## src/rtl/bus_region_decoder.sv

```systemverilog
// Registered base/mask region decoder with per-region wait states, ready and error strobes.
// Optional write protection of read-only regions: define BUS_REGION_DECODER_WPROT_EN.
module bus_region_decoder #(
   parameter int ADDR_W   = 13,
   parameter int N_REGION = 2,
   parameter logic [N_REGION*ADDR_W-1:0] REGION_BASE = {13'h0000, 13'h1800},
   parameter logic [N_REGION*ADDR_W-1:0] REGION_MASK = {13'h0000, 13'h1800},
   parameter logic [N_REGION*4-1:0]      WAIT_CYCLES = {4'd0, 4'd1},
   parameter logic [N_REGION-1:0]        REGION_RO   = 2'b10
) (
   input  logic                clk,
   input  logic                rst,
   input  logic                req,
   input  logic [ADDR_W-1:0]   addr,
   input  logic                we,
   output logic [N_REGION-1:0] sel,
   output logic                rdy,
   output logic                err,
   output logic                busy
);

   localparam logic [1:0] S_IDLE = 2'd0;
   localparam logic [1:0] S_WAIT = 2'd1;
   localparam logic [1:0] S_ACK  = 2'd2;
   localparam logic [1:0] S_ERR  = 2'd3;

   logic [1:0]          state_reg, state_next;
   logic [3:0]          cnt_reg, cnt_next;
   logic [N_REGION-1:0] sel_reg, sel_next;
   logic                rdy_reg, rdy_next;
   logic                err_reg, err_next;
   logic                busy_reg, busy_next;

   logic [N_REGION-1:0] hit;
   logic [N_REGION-1:0] win;
   logic [3:0]          wait_sel;
   logic                prot_err;

   generate
      for (genvar gi = 0; gi < N_REGION; gi++) begin : g_hit
         assign hit[gi] = ((addr & REGION_MASK[gi*ADDR_W +: ADDR_W])
                           == REGION_BASE[gi*ADDR_W +: ADDR_W]);
      end
   endgenerate

   // Isolating the lowest set bit gives fixed priority to the lowest region index.
   assign win = hit & (~hit + N_REGION'(1));

   always_comb begin
      wait_sel = 4'd0;
      for (int i = 0; i < N_REGION; i++) begin
         if (win[i]) begin
            wait_sel = wait_sel | WAIT_CYCLES[i*4 +: 4];
         end
      end
   end

`ifdef BUS_REGION_DECODER_WPROT_EN
   assign prot_err = we & (|(win & REGION_RO));
`else
   logic unused_wprot;
   assign unused_wprot = we;
   assign prot_err     = 1'b0;
`endif

   always_comb begin
      state_next = state_reg;
      cnt_next   = cnt_reg;
      sel_next   = sel_reg;
      busy_next  = busy_reg;
      rdy_next   = 1'b0;
      err_next   = 1'b0;
      case (state_reg)
         S_IDLE: begin
            if (req) begin
               busy_next = 1'b1;
               if ((win == '0) || prot_err) begin
                  state_next = S_ERR;
                  err_next   = 1'b1;
                  sel_next   = '0;
               end else begin
                  sel_next = win;
                  if (wait_sel == 4'd0) begin
                     state_next = S_ACK;
                     rdy_next   = 1'b1;
                  end else begin
                     state_next = S_WAIT;
                     cnt_next   = wait_sel - 4'd1;
                  end
               end
            end
         end
         S_WAIT: begin
            if (cnt_reg == 4'd0) begin
               state_next = S_ACK;
               rdy_next   = 1'b1;
            end else begin
               cnt_next = cnt_reg - 4'd1;
            end
         end
         default: begin
            // ACK and ERR both last one cycle and release the bus.
            state_next = S_IDLE;
            cnt_next   = 4'd0;
            sel_next   = '0;
            busy_next  = 1'b0;
         end
      endcase
   end

   always_ff @(posedge clk) begin
      if (rst) begin
         state_reg <= S_IDLE;
         cnt_reg   <= 4'd0;
         sel_reg   <= '0;
         rdy_reg   <= 1'b0;
         err_reg   <= 1'b0;
         busy_reg  <= 1'b0;
      end else begin
         state_reg <= state_next;
         cnt_reg   <= cnt_next;
         sel_reg   <= sel_next;
         rdy_reg   <= rdy_next;
         err_reg   <= err_next;
         busy_reg  <= busy_next;
      end
   end

   assign sel  = sel_reg;
   assign rdy  = rdy_reg;
   assign err  = err_reg;
   assign busy = busy_reg;

endmodule

```

## config.mk

```make
export PLATFORM = sky130hd
export DESIGN_NAME = bus_region_decoder
export DESIGN_NICKNAME = d
export VERILOG_FILES = /design/src/rtl/bus_region_decoder.sv
export SDC_FILE = /design/constraint.sdc
export NUM_CORES = 1
export LEC_CHECK = 0
export ABC_AREA = 1
export CORE_MARGIN = 2
export CORE_UTILIZATION = 34
export CTS_CLUSTER_DIAMETER = 50
export DETAILED_ROUTE_END_ITERATION = 8
export PLACE_DENSITY = 0.66
export SYNTH_ARGS = -nofsm -noshare
export SYNTH_HDL_FRONTEND = slang
export SYNTH_SLANG_ARGS = --single-unit
```

## constraint.sdc

```tcl
create_clock -name clk -period 1.4 [get_ports clk]
set_clock_uncertainty 0.05 [all_clocks]
set_input_delay 0.35 -clock clk [delete_from_list [all_inputs] [get_ports clk]]
set_output_delay 0.35 -clock clk [all_outputs]
set_load 0.02 [all_outputs]
```

## Yosys cells after proc, flatten, opt, wreduce, memory -nomap -nowiden

Index checks and enable logic that the tools add are counted.

| word-level totals | value |
|---|---|
| output and inout port bits | 5 |
| input port bits | 17 |
| word-level logic and storage cells | 51 |
| register bits after elaboration | 11 |

| cells by class | value |
|---|---|
| $add $sub $neg | 3 |
| reduce and logical (&&, ||, !) cells | 8 |
| bitwise gates (word level) | 5 |
| eq/ne operators | 7 |
| mux-type cells | 22 |

Operator list:

| operator | number |
|---|---|
| two-way mux 4 bit | 4 |
| two-way mux 2 bit | 6 |
| != test 2 bit, second input constant | 5 |
| zero test 4 bit | 2 |
| case mux 2 bit (2 select lines) | 2 |
| case mux 4 bit (2 select lines) | 1 |
| two-way mux 1 bit | 7 |
| zero test 2 bit | 2 |
| case mux 1 bit (2 select lines) | 2 |
| AND reduction 2 bit | 2 |
| AND reduction 4 bit | 1 |
| subtractor 4 x 1 -> 4 bit, second input constant | 1 |
| NOT 1 bit | 3 |
| OR reduction 3 bit | 1 |
| adder 2 x 1 -> 2 bit, second input constant | 1 |
| bitwise AND 2 bit | 1 |
| == test 2 x 1 -> 1 bit, second input constant | 1 |
| == test 2 bit, second input constant | 1 |
| NOT 2 bit | 1 |
| subtractor 1 x 1 -> 2 bit, second input constant | 1 |

## Logic depth before layout (Yosys ltp)

Gate-level depths: netlist of run 1.

| depth | value |
|---|---|
| word-level depth | 10 |
| gate-level depth with buffers | 7 |
| gate-level depth less buffers | 7 |

## Least setup slack after synthesis of run 1

Ideal clock, no wire load.

| timing | value |
|---|---|
| path kind | register to register |
| from | reg cnt_reg[0] |
| to | reg cnt_reg[2] |
| cell stages (with the launch flop) | 8 |
| arrival | 1.054 ns |
| path slack | 0.162 ns |
| clock period less this slack | 1.238 ns |
| data required time | 1.217 ns |
| library setup time | 0.133 ns |
| buffers on the path | 0 |
| cells stage by stage | dfxtp_1 -> inv_1 -> ha_1 -> or2_2 -> nand3_1 -> nand2_1 -> nand2_1 -> a21oi_2 |

| on the way | value |
|---|---|
| word-level cells in the longest chain between the ends | 3 |
| elaborated cells between the ends (all ways) | 6 |
| those cells by class | 1 x add/sub; 1 x eq/ne; 2 x mux; 2 x reduce/logical |

Ends and longest elaborated chain:

| item | line | text |
|---|---|---|
| from (decl) | 28 | `logic [3:0] cnt_reg, cnt_next;` |
| from (signal assigned) | 121 | `cnt_reg <= cnt_next;` |
| subtractor 4 x 1 -> 4 bit / zero test 4 bit (equally long branches) | 98, 94 |  |
| two-way mux 4 bit / != test 2 bit (equally long branches) | - |  |
| case mux 4 bit (2 select lines) / AND reduction 4 bit (equally long branches) | - |  |

Several ways; a longest one is shown, not always the timed one. The select of a mux whose other input is x is not followed.
A chain may end at the register's enable or synchronous reset.

## Worst setup path after layout of run 1

| timing | value |
|---|---|
| from | reg busy_reg (netlist: busy) |
| to | out busy |

RTL lines:

| item | line | text |
|---|---|---|
| from (decl) | 32 | `logic busy_reg, busy_next;` |
| from (signal assigned) | 125 | `busy_reg <= busy_next;` |
| to (decl) | 19 | `output logic busy` |

No word-level cell between the ends.

==> run metrics, run 1 <==
run status complete, no violations; endpoint arrival time on the critical path 0.92 ns; standard-cell row count 14; Crit. End Element primary output; final setup violating endpoints 0; Fmax achieved 0.755 GHz; vias after detailed routing 462; Pwr per Cell Area 1420 nW/um2; Antenna Cells 0; final number of max-transition violations 0; synthesized netlist net count 90; global route total overflow 0; required time of the critical path 1.00 ns; hold_ws 0.408 ns; sequential cell area fraction in the yosys report 38.6%; Initial Utilization 35.2%; max FFs per register 4; maximum number of buffers from clock root to sink 2; Detail Route Antenna Nets 0; Crit Path Category flop to primary output; post-synthesis average cell area 7.30 um2; count of cell types in the netlist 21; most common cell after layout, fill and taps aside nand2_1; # nets final 105; Post-Synthesis Cells 71; antenna violations before repair 0; total leakage power 0.306 nW; io pins 22; wire length of the first global-routing pass 1490 um; layout cell share with drive strength beyond 1 27.1%; critical path's largest stage delay 0.33 ns; number of clock sinks seen by CTS 10; unrepaired setup endpoints after global routing false; drt drc 0; final hold violation count 0; level count of the clock H-tree 1; commonest non-fill, non-tap cells in the layout 17 x nand2_1, 10 x dfxtp_1, 6 x nor2_1, 6 x a21oi_1; chain of cells forming the critical path dlygate4sd2_1; portion of the clock cycle consumed by the worst path in the final layout 94.6%; width of the chip 43.0 um; Critical Path Slowest Stage Cell dfxtp_1; final design utilization 45.6%; max-capacitance violation count 0; Num CTS Buffers 3; total of fill cells in the finished design 160; maximum number of pins on one net before global-route repair 7; library cell used as clock root buffer clkbuf_4; Final HPWL DP 735 um; vias in the first global route 363; via-per-instance ratio 4.57; floorplan core area 1470 um2; initial drt markers 10; kind of launch point of the worst setup path flop; detail-routed net length per standard cell 9.29 um; Die ar. 1850 um2; number of iterations in the first detailed-routing pass 4; Chip Height 43.0 um; clk_lat worst skew 0.26 ns; aggregate global-route resource usage 10.8%; Hold/Removal Path Class flop to flop; area added between synthesis and finish 29.5%; min Tclk post-route 1.32 ns; Buffers & Inverters on Critical Path 1; number of port buffers 8; Crit path max-delay family flip-flops; Netlist Area Pre-Place 518 um2; top sig layer met3; length of routed met3 wiring 72 um; Post-Route M1 WL 446 um; wirelength, routed 938 um; Final Wtd Congestion 0.776; combined area of the multi-input logic cells 272 um2; routed wire length on met2 419 um; clock tree from TritonCTS built; Reg clk slew, reported paths 0.07 ns; sequential cell area in the final layout 200 um2; YS warnings 0; worst voltage drop across the vdd grid 0.645 mV; register bit count reported by yosys 10; highest net fanout along the worst path 2
## routing by layer
layer | track usage (%) | vias to the layer above
li1 | - | 248
met1 | 14.6 | 201
met2 | 15.8 | 13
met3 | 5.11 | 0
met4 | 1.82 | 0
met5 | 0 | -
## worst register-to-register path, cell delays in order (launching register included)
cell     delay [ns]
dfxtp_1        0.37
inv_1          0.07
ha_1           0.18
or2_2          0.27
nand3_1        0.08
nand2_1        0.06
nand2_1        0.08
a21oi_2        0.05
## power breakdown
part	internal, mW	total [mW]	switching (mW)
clock network	0.158	0.257	0.0990
registers	0.329	0.366	0.0371
logic	0.136	0.332	0.196
## cells in the mapped netlist, drive strengths merged
cell type / n / area [um2]
a21oi: 8 / 47.6
buf: 1 / 7.51
clkbuf: 1 / 3.75
conb: 1 / 3.75
dfxtp: 10 / 200
ha: 2 / 25.0
inv: 10 / 37.5
nand2: 17 / 63.8
nand3: 4 / 20.0
nand4: 1 / 6.26
nor2: 9 / 46.3
nor3: 3 / 20.0
o21ai: 3 / 30.0
or2: 1 / 6.26
## final timing paths
| check | cells past startpoint | slack (ns) | from | end |
|---|---|---|---|---|
| max reg2reg | 7 | 0.09 | cnt_reg[1] | cnt_reg[2] |
| min | 2 | 0.41 | sel[1] | sel[1] |
| max | 1 | 0.08 | busy | busy |
| min reg2reg | 2 | 0.41 | sel[1] | sel[1] |
## timing repair
item | in CTS | in global routing
endpoints found under the setup margin | 4 | 4
cloned | 0 | 0
pin swaps | 0 | 1
hold buffers | 0 | 0
resized for setup | 4 | 2
setup buffers | 0 | 1
## logic make-up after synthesis
| group | synth area share [%] |
|---|---|
| buffers and inverters | 9.42 |
| adders and majority gates | 4.83 |
| other | 0.724 |
| AOI/OAI and AO/OA | 15.0 |
| DFF | 38.6 |
| and+or+nand+nor | 31.4 |
## stage by stage
step	instances	TNS, ns	total power, mW	area [um2]	setup slack, ns
floorplan	71	0	0.618	518	0.162
global placement	96	-0.727	0.694	629	-0.161
detailed placement	96	-0.742	0.701	629	-0.170
CTS	100	0	0.954	661	0.0496
global route	101	0	1.03	671	0.0173
finish	101	0	0.955	671	0.0755
## area by class of cell
cell class | count | area share (%)
Multi-Input combinational cell | 49 | 40.5
Timing Repair Buffer | 12 | 15.7
Tap cell | 16 | 2.99
Sequential cell | 10 | 29.9
Clock buffer | 4 | 5.41
Inverter | 10 | 5.60
(Power assumes the default switching activity.)
==> inputs of run 2 (changes only) <==
--- a/config.mk
+++ b/config.mk
@@ -11,6 +11,7 @@
 export CTS_CLUSTER_DIAMETER = 50
 export DETAILED_ROUTE_END_ITERATION = 8
 export PLACE_DENSITY = 0.66
+export SLEW_MARGIN = 40
 export SYNTH_ARGS = -nofsm -noshare
 export SYNTH_HDL_FRONTEND = slang
 export SYNTH_SLANG_ARGS = --single-unit
==> results of run 2 <==
Same layout as run 1: the final DEF is identical, and so are final timing and power.
